### config.mk
export PLATFORM = sky130hd
export DESIGN_NAME = pulse_cmd_sender
export DESIGN_NICKNAME = d
export VERILOG_FILES = /design/src/rtl/pulse_cmd_sender.sv
export SDC_FILE = /design/constraint.sdc
export NUM_CORES = 1
export LEC_CHECK = 0
export CAP_MARGIN = 20
export CORE_ASPECT_RATIO = 2
export CORE_UTILIZATION = 45
export CTS_CLUSTER_DIAMETER = 120
export DETAILED_ROUTE_END_ITERATION = 7
export PLACE_DENSITY = 0.73
export SETUP_SLACK_MARGIN = 0.3
export SYNTH_ARGS = -nofsm -noshare
export SYNTH_HDL_FRONTEND = slang
export SYNTH_SLANG_ARGS = --single-unit
### constraint.sdc
create_clock -name clk -period 10.2 [get_ports clk]
set_input_delay 2.04 -clock clk [delete_from_list [all_inputs] [get_ports clk]]
set_output_delay 2.04 -clock clk [all_outputs]
set_load 0.02 [all_outputs]
### src/rtl/pulse_cmd_sender.sv
// Host-side initiator: sends 4 payload bytes (LSB first) plus a control byte through a
// UART byte transmitter, then checks the returned checksum echo. Optional macro: CMD_RETRY_EN.
module pulse_cmd_sender #(
  parameter int unsigned TIMEOUT_CYCLES = 2000000,
  parameter int unsigned MAX_RETRY      = 2
) (
  input  logic        clk,
  input  logic        rst,
  input  logic        start,
  input  logic [31:0] cmd_data,
  input  logic [7:0]  cmd_ctrl,
  output logic        transmit,
  output logic [7:0]  tx_byte,
  input  logic        is_transmitting,
  input  logic        received,
  input  logic [7:0]  rx_byte,
  output logic        busy,
  output logic        done,
  output logic        ack_ok,
  output logic        ack_err,
  output logic        timeout,
  output logic [7:0]  echo_byte,
  output logic [1:0]  retry_count
);

  localparam int unsigned DATA_W = 32;
  localparam int unsigned BYTE_W = 8;
  localparam int unsigned IDX_W  = 3;
  localparam int unsigned CNT_W  = 32;
  localparam logic [IDX_W-1:0] LAST_IDX  = IDX_W'(4);
  localparam logic [CNT_W-1:0] LIMIT_CNT = CNT_W'(TIMEOUT_CYCLES - 1);

  // retry_count is 2 bits wide and a zero timeout has no meaning
  if (TIMEOUT_CYCLES == 0 || MAX_RETRY > 3) begin : g_param_check
    $error("pulse_cmd_sender: TIMEOUT_CYCLES must be > 0 and MAX_RETRY <= 3");
  end

  typedef enum logic [2:0] {
    IDLE      = 3'd0,
    TX_WAIT   = 3'd1,
    TX_STROBE = 3'd2,
    TX_HOLD   = 3'd3,
    TX_DRAIN  = 3'd4,
    ECHO_WAIT = 3'd5,
    DONE      = 3'd6
  } state_e;

  state_e              state_q, state_d;
  logic [DATA_W-1:0]   data_q, data_d;
  logic [BYTE_W-1:0]   ctrl_q, ctrl_d;
  logic [BYTE_W-1:0]   expected_q, expected_d;
  logic [IDX_W-1:0]    idx_q, idx_d;
  logic [CNT_W-1:0]    wait_cnt_q, wait_cnt_d;
  logic                transmit_q, transmit_d;
  logic [BYTE_W-1:0]   tx_byte_q, tx_byte_d;
  logic                busy_q, busy_d;
  logic                done_q, done_d;
  logic                ack_ok_q, ack_ok_d;
  logic                ack_err_q, ack_err_d;
  logic                timeout_q, timeout_d;
  logic [BYTE_W-1:0]   echo_byte_q, echo_byte_d;

  logic accept_c, in_wait_c, progress_c, expire_c;
  logic echo_hit_c, echo_match_c, fail_c, retry_ok_c, retry_take_c;

  function automatic logic [7:0] checksum(input logic [31:0] d);
    checksum = d[7:0] + d[15:8] + d[23:16] + d[31:24];
  endfunction

  function automatic logic [7:0] frame_byte(input logic [31:0] d, input logic [7:0] c,
                                            input logic [2:0] i);
    case (i)
      3'd0:    frame_byte = d[7:0];
      3'd1:    frame_byte = d[15:8];
      3'd2:    frame_byte = d[23:16];
      3'd3:    frame_byte = d[31:24];
      default: frame_byte = c;
    endcase
  endfunction

  assign accept_c     = (state_q == IDLE) && start;
  assign in_wait_c    = state_q inside {TX_WAIT, TX_HOLD, TX_DRAIN, ECHO_WAIT};
  assign echo_hit_c   = (state_q == ECHO_WAIT) && received;
  assign echo_match_c = (rx_byte == expected_q);

  // Condition that lets the current wait state advance this cycle
  always_comb begin
    progress_c = 1'b0;
    unique case (state_q)
      TX_WAIT, TX_DRAIN: progress_c = !is_transmitting;
      TX_HOLD:           progress_c = is_transmitting;
      ECHO_WAIT:         progress_c = received;
      default:           progress_c = 1'b0;
    endcase
  end

  // wait_cnt_q counts cycles already spent, so the limit is hit on the last allowed cycle;
  // progress in that same cycle (e.g. an echo) takes priority over the abort
  assign expire_c     = in_wait_c && !progress_c && (wait_cnt_q == LIMIT_CNT);
  assign fail_c       = expire_c || (echo_hit_c && !echo_match_c);
  assign retry_take_c = fail_c && retry_ok_c;

`ifdef CMD_RETRY_EN
  logic [1:0] retry_count_q, retry_count_d;

  always_ff @(posedge clk or posedge rst) begin
    if (rst) begin
      retry_count_q <= 2'b00;
    end else begin
      retry_count_q <= retry_count_d;
    end
  end

  always_comb begin
    retry_count_d = retry_count_q;
    if (accept_c) begin
      retry_count_d = 2'b00;
    end else if (retry_take_c) begin
      retry_count_d = retry_count_q + 2'd1;
    end
  end

  assign retry_ok_c  = (retry_count_q < 2'(MAX_RETRY));
  assign retry_count = retry_count_q;
`else
  assign retry_ok_c  = 1'b0;
  assign retry_count = 2'b00;
`endif

  // State and datapath registers
  always_ff @(posedge clk or posedge rst) begin
    if (rst) begin
      state_q     <= IDLE;
      data_q      <= '0;
      ctrl_q      <= '0;
      expected_q  <= '0;
      idx_q       <= '0;
      wait_cnt_q  <= '0;
      transmit_q  <= 1'b0;
      tx_byte_q   <= '0;
      busy_q      <= 1'b0;
      done_q      <= 1'b0;
      ack_ok_q    <= 1'b0;
      ack_err_q   <= 1'b0;
      timeout_q   <= 1'b0;
      echo_byte_q <= '0;
    end else begin
      state_q     <= state_d;
      data_q      <= data_d;
      ctrl_q      <= ctrl_d;
      expected_q  <= expected_d;
      idx_q       <= idx_d;
      wait_cnt_q  <= wait_cnt_d;
      transmit_q  <= transmit_d;
      tx_byte_q   <= tx_byte_d;
      busy_q      <= busy_d;
      done_q      <= done_d;
      ack_ok_q    <= ack_ok_d;
      ack_err_q   <= ack_err_d;
      timeout_q   <= timeout_d;
      echo_byte_q <= echo_byte_d;
    end
  end

  // Next-state logic; retry and timeout override the per-state transition
  always_comb begin
    state_d = state_q;
    unique case (state_q)
      IDLE:      if (start) state_d = TX_WAIT;
      TX_WAIT:   if (!is_transmitting) state_d = TX_STROBE;
      TX_STROBE: state_d = TX_HOLD;
      TX_HOLD:   if (is_transmitting) state_d = TX_DRAIN;
      TX_DRAIN:  if (!is_transmitting) state_d = (idx_q == LAST_IDX) ? ECHO_WAIT : TX_STROBE;
      ECHO_WAIT: if (received) state_d = DONE;
      DONE:      state_d = IDLE;
      default:   state_d = IDLE;
    endcase
    if (retry_take_c) begin
      state_d = TX_WAIT;
    end else if (expire_c) begin
      state_d = DONE;
    end
  end

  // Output and datapath logic
  always_comb begin
    data_d      = data_q;
    ctrl_d      = ctrl_q;
    expected_d  = expected_q;
    idx_d       = idx_q;
    wait_cnt_d  = '0;
    tx_byte_d   = tx_byte_q;
    ack_ok_d    = ack_ok_q;
    ack_err_d   = ack_err_q;
    timeout_d   = timeout_q;
    echo_byte_d = echo_byte_q;

    if (accept_c) begin
      data_d     = cmd_data;
      ctrl_d     = cmd_ctrl;
      expected_d = checksum(cmd_data);
      idx_d      = '0;
      ack_ok_d   = 1'b0;
      ack_err_d  = 1'b0;
      timeout_d  = 1'b0;
    end

    if (state_q == TX_DRAIN && !is_transmitting && idx_q != LAST_IDX) begin
      idx_d = idx_q + IDX_W'(1);
    end

    if (echo_hit_c) begin
      echo_byte_d = rx_byte;
      if (echo_match_c) begin
        ack_ok_d = 1'b1;
      end else if (!retry_ok_c) begin
        ack_err_d = 1'b1;
      end
    end

    if (expire_c && !retry_ok_c) begin
      timeout_d = 1'b1;
    end

    if (retry_take_c) begin
      idx_d = '0;
    end

    // A retry can re-enter TX_WAIT from TX_WAIT, so it must clear the counter too
    if (in_wait_c && state_d == state_q && !retry_take_c) begin
      wait_cnt_d = wait_cnt_q + CNT_W'(1);
    end

    transmit_d = (state_d == TX_STROBE);
    if (transmit_d) begin
      tx_byte_d = frame_byte(data_q, ctrl_q, idx_d);
    end
    busy_d = state_d inside {TX_WAIT, TX_STROBE, TX_HOLD, TX_DRAIN, ECHO_WAIT};
    done_d = (state_d == DONE);
  end

  assign transmit  = transmit_q;
  assign tx_byte   = tx_byte_q;
  assign busy      = busy_q;
  assign done      = done_q;
  assign ack_ok    = ack_ok_q;
  assign ack_err   = ack_err_q;
  assign timeout   = timeout_q;
  assign echo_byte = echo_byte_q;

endmodule
==> results by group, run 1 <==
Route
  • Via count of the routed design: 5,252
  • 1st-pass router iterations: 5
  • Vias per inst: ~5.9
  • WL final: 15.4 mm
  • Number of design rule violations left after detail routing: 0
  • Routed Antenna Nets: 0
  • Routed length per instance: between 15 and 20 µm
  • Number of DRC violations after detailed-routing iteration 0: about 290

Min path
  • Path type of the worst min-delay path: reg -> reg
  • Worst hold path cell count: 2
  • Source of the worst hold timing path: ctrl_q[2]$_DFFE_PP0P_
  • Capture endpoint of the worst hold path: ctrl_q[2]$_DFFE_PP0P_

Layout
  • Area added between synthesis and finish: 17.1%
  • Fraction of final layout cells with drive strength greater than 1: roughly 8.8%
  • Total number of nets in the final design: around 800
  • Number of diodes added for antenna fixing: 0
  • Final-layout fill cell count: 1,249
  • Post-Layout Cell Count: 886
  • Cell area after layout: 0.00735 mm²

Pwr
  • Internal Pwr Total: 1.02 mW
  • Leak pwr: just over 3 nW
  • Switching part of the total power: approximately two fifths
  • IR Drop Worst-Case VDD: 101 µV
  • Clock power frac: 19.7%
  • Switching power: ~0.69 mW
  • PwrDens: roughly 230 mW/mm²
  • Combinational share of power: around 40%
  • Part of the total power dissipated in sequential elements: 39.9%

Floorplan
  • X dimension of the die: 85.5 µm
  • Chip Height: between 150 and 200 µm
  • # rows: 60
  • Effective utilization at floorplan: 46.5%
  • DIE AREA: around 0.014 mm²
  • Floorplan Core Area: 0.0135 mm²
  • I/O pin cnt: 77

Worst setup path
  • End of the worst register-to-register path: tx_byte[6]$_DFFE_PP0P_
  • Cell Chain, Critical Path: clkdlybuf4s50_1, fa_1, fa_1, ha_1, inv_1, fa_1, nor2b_1, o31a_1, o21a_1, or3_1, a31oi_1
  • CP Capture Type: flip-flop
  • Worst path bufs/invs: 2
  • Origin of the critical flop-to-flop path: idx_q[1]$_DFF_PP0_
  • Critical path data arrival time: about 5100 ps
  • Most common cell on crit path: fa_1
  • Max FO, Critical Path: 2
  • Delay of the slowest critical-path stage: roughly 600 ps
  • Category of cells accounting for the largest share of critical-path delay: adder cells
  • Flop2flop setup slack: 6830 ps
  • Logic depth of the worst register-to-register path: 7
  • Required time of the worst setup path: 10,480 ps
  • Slowest stage cell, crit path: fa_1
  • Element type at the critical path start: primary input
  • Category of the most critical setup path: in -> reg

Yosys
  • Async set or reset register ratio after synthesis: 100%
  • Cells after synthesis: 679
  • Most instantiated library cell after synthesis: nand2_1
  • Most instantiated cells after synthesis: nand2_1 (121), dfrtp_1 (108), inv_1 (45)
  • Seq cells post-synth: 108
  • Ranking of synthesized cells by area: dfrtp_1 (43%), nand2_1 (7.2%), xnor2_1 (5.3%)
  • Synth Flop Type: dfrtp_1
  • Synth cell types: 60
  • Sequential-to-total area share from yosys stat: 43.0%
  • EDFF count, synth: 0
  • Area leader, netlist: dfrtp_1
  • Post-synthesis instance area: roughly 0.0063 mm²
  • Ys Warns: 0
  • Share of Yosys cell area claimed by the top area cell type: 43.0%
  • Syn_area_per_cell: just over 9 µm²

GRT
  • Antenna violations before repair: 0
  • First-pass GRT wire length: around 26 mm
  • Final global-route overflow total: 0
  • Via count of the first global-routing pass: 5,350
  • Maximum number of pins on one net before global-route repair: slightly above 90
  • Total global routing track utilization: between 20 and 25%

Outcome
  • Outcome: complete, no violations

STA
  • Final Setup Violations: 0
  • Relative slew margins: between 20% and 30%
  • Final Hold Vio Count: 0
  • Time the final worst path needs with I/O delays and setup: roughly 4800 ps
  • Setup repair after global routing missed its margin: false
  • Hold slack final: 481 ps
  • Transition time of the tightest slew-check pin: about 1100 ps
  • Highest attainable clock frequency: ~0.21 GHz
  • Share of the cycle needed by the critical path after routing: a little under half
  • Final critical-path setup slack: between 5000 and 6000 ps
  • Final number of max-transition violations: 0
  • Worst-case clock skew: around 12 ps
  • Sum of negative setup slack: 0 ps

Placement
  • Placement-stage cell area: 0.00706 mm²
  • Routability-driven placement congestion ratio: roughly 0.84
  • Detailed-placement wirelength estimate: approximately 11 mm
  • Pre-CTS setup slack: about 5000 ps
  • Number of buffer cells added on primary ports: between 70 and 80
  • Cell count after placement: ~870

Clocking
  • Worst-case clock buffer depth: 2
  • Setup Fix Bufs, Post-CTS: 0
  • Hold Buf Count CTS: 0
  • Post-CTS resize count: 0
  • Clock tree from TritonCTS: yes
  • Total clock sinks: 108
  • Worst-path clk slew: around 80 ps
  • Buffer cell driving the clock tree root: clkbuf_16
  • Clock buffers created by TritonCTS: 9
  • H-tree Lvls: 3
  • Source-to-sink clock delay at the later pin of the worst-skew pair: between 300 and 400 ps

Job
  • Max-cap viol count: 0
==> routing by layer <==
metal,vias up,GRT usage (%),routed length [µm]
li1,2449,-,-
met1,2612,24.0,5600
met2,159,40.7,8650
met3,32,2.83,490
met4,0,12.6,673
met5,-,0,0
==> placed cells by master (no fill, tap or decap), types with 4 or more instances in the layout <==
master	instances
fa_1	14
nor4_2	7
nand4_1	6
nor2_1	24
ha_1	10
xnor2_1	38
o2111ai_1	19
o21ai_0	42
a31oi_1	4
xor2_1	7
a21o_1	5
a21oi_1	9
dfrtp_1	108
nor3_1	32
o211ai_1	17
nand3_1	33
mux2_2	8
a221oi_1	8
inv_1	44
nor3_2	11
o31ai_1	8
nor3b_1	5
clkdlybuf4s50_1	74
nand2_1	121
clkbuf_16	9
buf_4	8
nor4_1	7
==> cell families (layout without fill, tap and decap cells) <==
logic type | after synthesis | in the layout | synth area share (%)
simple gates | 271 | 271 | 22.0
flops | 108 | 108 | 43.0
fa+ha+maj | 24 | 24 | 6.46
compound gates | 128 | 128 | 14.2
mux | 8 | 8 | 1.43
other cells | 1 | 2 | 0.0597
buf+inv | 94 | 145 | 6.56
xor+xnor | 45 | 45 | 6.28
==> worst register-to-register path: stages (launching register included) <==
cell      delay [ps]
dfrtp_1          620
inv_1            200
ha_1             220
a21o_1           850
nor2_1           220
o31ai_2          640
a221oi_1         200
o31ai_1          300
==> per-stage QoR <==
step / total power, mW / utilization (%)
after floorplan: 1.15 / -
after global placement: 1.35 / 52.3
after detailed placement: 1.38 / 52.3
after CTS: 1.72 / 54.4
after global routing: 1.83 / 54.4
final: 1.72 / 54.4
==> sequential cells by signal (all words and copies together) (netlist names) <==
name,count
ctrl_q,8
ack_ok,1
timeout,1
echo_byte,8
transmit,1
data_q,32
tx_byte,8
wait_cnt_q,32
expected_q,8
done,1
busy,1
idx_q,3
state_q,3
ack_err,1
==> worst max path at each step <==
stage                start                        end  slack (ps)  depth (start not counted)
6_report       cmd_data[1]  expected_q[7]$_DFFE_PP0P_        5360                         11
5_1_grt        cmd_data[1]  expected_q[7]$_DFFE_PP0P_        5270                         11
4_1_cts        cmd_data[1]  expected_q[7]$_DFFE_PP0P_        5370                         11
3_5_place_dp   cmd_data[1]  expected_q[7]$_DFFE_PP0P_        5000                         11
3_3_place_gp   cmd_data[1]  expected_q[7]$_DFFE_PP0P_        5100                         11
2_1_floorplan          rst          ack_err$_DFF_PP0_        5310                          1
==> power groups by stage <==
stage          sequential [mW]  clock [mW]  combinational (mW)
3_5_place_dp             0.691           0               0.691
4_1_cts                  0.683       0.347               0.693
5_1_grt                  0.702       0.363               0.764
3_3_place_gp             0.682           0               0.670
6_report                 0.685       0.338               0.693
2_1_floorplan            0.675           0               0.478
==> final cells by class <==
class | count | area, µm² | area share [%]
Clock buffer | 9 | 225 | 3.06
Inverter | 47 | 179 | 2.43
Sequential cell | 108 | 2700 | 36.7
Timing Repair Buffer | 82 | 801 | 10.9
Multi-Input combinational cell | 478 | 3190 | 43.4
Tap cell | 155 | 194 | 2.64
Clock inverter | 7 | 58.8 | 0.800
(Power assumes the default switching activity.)
==> inputs of run 2 (changes only) <==
--- a/config.mk
+++ b/config.mk
@@ -10,7 +10,7 @@
 export CORE_UTILIZATION = 45
 export CTS_CLUSTER_DIAMETER = 120
 export DETAILED_ROUTE_END_ITERATION = 7
-export PLACE_DENSITY = 0.73
+export PLACE_DENSITY = 0.75
 export SETUP_SLACK_MARGIN = 0.3
 export SYNTH_ARGS = -nofsm -noshare
 export SYNTH_HDL_FRONTEND = slang
==> constraint.sdc (replaced) <==
create_clock -name clk -period 3.87 [get_ports clk]
set_input_delay 0.774 -clock clk [delete_from_list [all_inputs] [get_ports clk]]
set_output_delay 0.774 -clock clk [all_outputs]
set_load 0.02 [all_outputs]
==> results by group, run 2 (synthesized netlist as in run 1, its figures left out) <==
Clocking
  • Clock tree from TritonCTS: yes
  • Hold Buf Count CTS: 0 (unchanged)
  • Source-to-sink clock delay at the later pin of the worst-skew pair: 350 ps (about the same)
  • H-tree Lvls: 3 (unchanged)
  • Worst-path clk slew: 70 ps (about the same)
  • Buffer cell driving the clock tree root: clkbuf_16
  • Clock buffers created by TritonCTS: 9 (unchanged)
  • Worst-case clock buffer depth: 2 (unchanged)
  • Setup Fix Bufs, Post-CTS: 0 (unchanged)
  • Total clock sinks: 108 (unchanged)

STA
  • Sum of negative setup slack: 0 ps (unchanged)
  • Setup repair after global routing missed its margin: false
  • Share of the cycle needed by the critical path after routing: 89.9%
  • Time the final worst path needs with I/O delays and setup: about 3500 ps
  • Relative slew margins: 52.7% (+26 points)
  • Final number of max-transition violations: 0 (unchanged)
  • Final Setup Violations: 0 (unchanged)
  • Highest attainable clock frequency: around 0.29 GHz
  • Final Hold Vio Count: 0 (unchanged)
  • Worst-case clock skew: 9.93 ps (-1.96 ps)
  • Transition time of the tightest slew-check pin: 709 ps (-390 ps)

Pwr
  • PwrDens: 620 mW/mm² (+170%)
  • IR Drop Worst-Case VDD: 266 µV (+160%)
  • Leak pwr: 3.08 nW (+1.4%)

GRT
  • Antenna violations before repair: 0 (unchanged)
  • Maximum number of pins on one net before global-route repair: 88 (-5.4%)
  • Via count of the first global-routing pass: 5,181 (-3.2%)
  • Final global-route overflow total: 0 (unchanged)
  • First-pass GRT wire length: 24.8 mm (-2.8%)
  • Total global routing track utilization: 21.8% (-0.38 points)

Job
  • Max-cap viol count: 0 (unchanged)

Floorplan
  • Effective utilization at floorplan: 46.5% (unchanged)
  • # rows: 60 (unchanged)
  • X dimension of the die: 85.5 µm (unchanged)
  • Floorplan Core Area: 0.0135 mm² (unchanged)
  • Chip Height: 169 µm (unchanged)
  • DIE AREA: 0.0145 mm² (unchanged)
  • I/O pin cnt: 77 (unchanged)

Route
  • Routed Antenna Nets: 0 (unchanged)
  • WL final: 15.2 mm (-1.5%)
  • Routed length per instance: 17.0 µm (-2.2%)
  • Number of DRC violations after detailed-routing iteration 0: 421 (+45%)
  • Vias per inst: 5.78 (-2.4%)
  • Via count of the routed design: 5,160 (-1.8%)
  • 1st-pass router iterations: 5 (unchanged)
  • Number of design rule violations left after detail routing: 0 (unchanged)

Layout
  • Final Core Density: 55.1% (+0.71 points)
  • Fraction of final layout cells with drive strength greater than 1: 9.77% (+1.0 points)
  • Top library cells by usage in the layout, fill and taps aside: nand2_1 (121), dfrtp_1 (108), clkdlybuf4s50_1 (74)
  • Number of diodes added for antenna fixing: 0 (unchanged)
  • Total number of nets in the final design: 809 (+0.75%)
  • Registers with the most flip-flops: data_q: 32 flops, wait_cnt_q: 32 flops
  • Leading cell type in the layout, fill and taps excluded: nand2_1
  • Area added between synthesis and finish: 18.6%

Min path
  • Path type of the worst min-delay path: reg -> reg
  • Source of the worst hold timing path: tx_byte[6]$_DFFE_PP0P_

Worst setup path
  • Most common cell on crit path: fa_1
  • Crit path from: cmd_data[17]
  • Origin of the critical flop-to-flop path: idx_q[1]$_DFF_PP0_
  • Critical path data arrival time: 3750 ps (-1370 ps)
  • Required time of the worst setup path: 4140 ps (-6340 ps)
  • Delay of the slowest critical-path stage: 580 ps (about the same)
  • Category of the most critical setup path: in -> reg
  • Element type at the critical path start: primary input
  • Max FO, Critical Path: 2 (unchanged)
  • Cell Chain, Critical Path: clkdlybuf4s50_1, fa_1, fa_2, ha_1, inv_1, fa_1, nor2b_1, o31a_1, o21a_1, or3_1, a31oi_1
  • Slowest stage cell, crit path: fa_1
  • CP Capture Type: flip-flop

Placement
  • Number of buffer cells added on primary ports: 74 (unchanged)
  • Routability-driven placement congestion ratio: 0.873 (+4.5%)
  • Detailed-placement wirelength estimate: 11.2 mm (-0.11%)

Outcome
  • Outcome: complete, no violations
==> run 2: worst paths after layout <==
| kind | endpoint | slack (ps) | cells past startpoint |
|---|---|---|---|
| hold / removal | tx_byte[6]$_DFFE_PP0P_ | 480 | 2 |
| min in group asynchronous | data_q[16]$_DFFE_PP0P_ | 840 | 2 |
| setup / recovery | expected_q[7]$_DFFE_PP0P_ | 390 | 11 |
| hold reg to reg | tx_byte[6]$_DFFE_PP0P_ | 480 | 2 |
| setup reg to reg | tx_byte[2]$_DFFE_PP0P_ | 920 | 7 |
| max in group asynchronous | expected_q[2]$_DFFE_PP0P_ | 2220 | 3 |
==> run 2: stage by stage <==
stage	instance area [µm²]	hold slack [ps]	cells	worst slack (ps)	power (mW)
global route	7450	506	892	302	4.92
detailed placement	7120	466	875	-24.0	3.66
CTS	7430	486	891	343	4.62
global placement	7120	461	875	38.0	3.58
floorplan	6290	439	680	639	3.04
finish	7450	481	892	391	4.62
==> run 2: area by class of cell <==
type | instances | area, µm²
clock buffer | 9 | 225
clock inverter | 7 | 81.3
fill | 1230 | 6060
inverter | 47 | 180
multi-input combinational | 478 | 3210
sequential | 108 | 2700
tap | 155 | 194
timing repair buffer | 88 | 858
==> run 2: power by group <==
part	internal, mW	switching [mW]
registers	1.49	0.292
logic	0.786	1.10
clock network	0.515	0.436
==> run 2: routing by layer <==
layer	vias up	share of wire, %	track usage (%)
li1	2458	-	-
met1	2532	36	24.1
met2	143	57	41.2
met3	27	2.8	2.39
met4	0	3.5	9.42
met5	-	0	0
==> run 2: repair_timing <==
item / in CTS / in global routing
resized for setup: 0 / 2
setup endpoints to repair: 0 / 1
endpoints found under the hold margin: 0 / 0
==> run 2: critical path, delay by kind of cell <==
| kind | cells | cell delay [ps] |
|---|---|---|
| compound gates | 3 | 590 |
| simple gates | 2 | 360 |
| fa+ha+maj | 4 | 1490 |
| buf+inv | 2 | 530 |
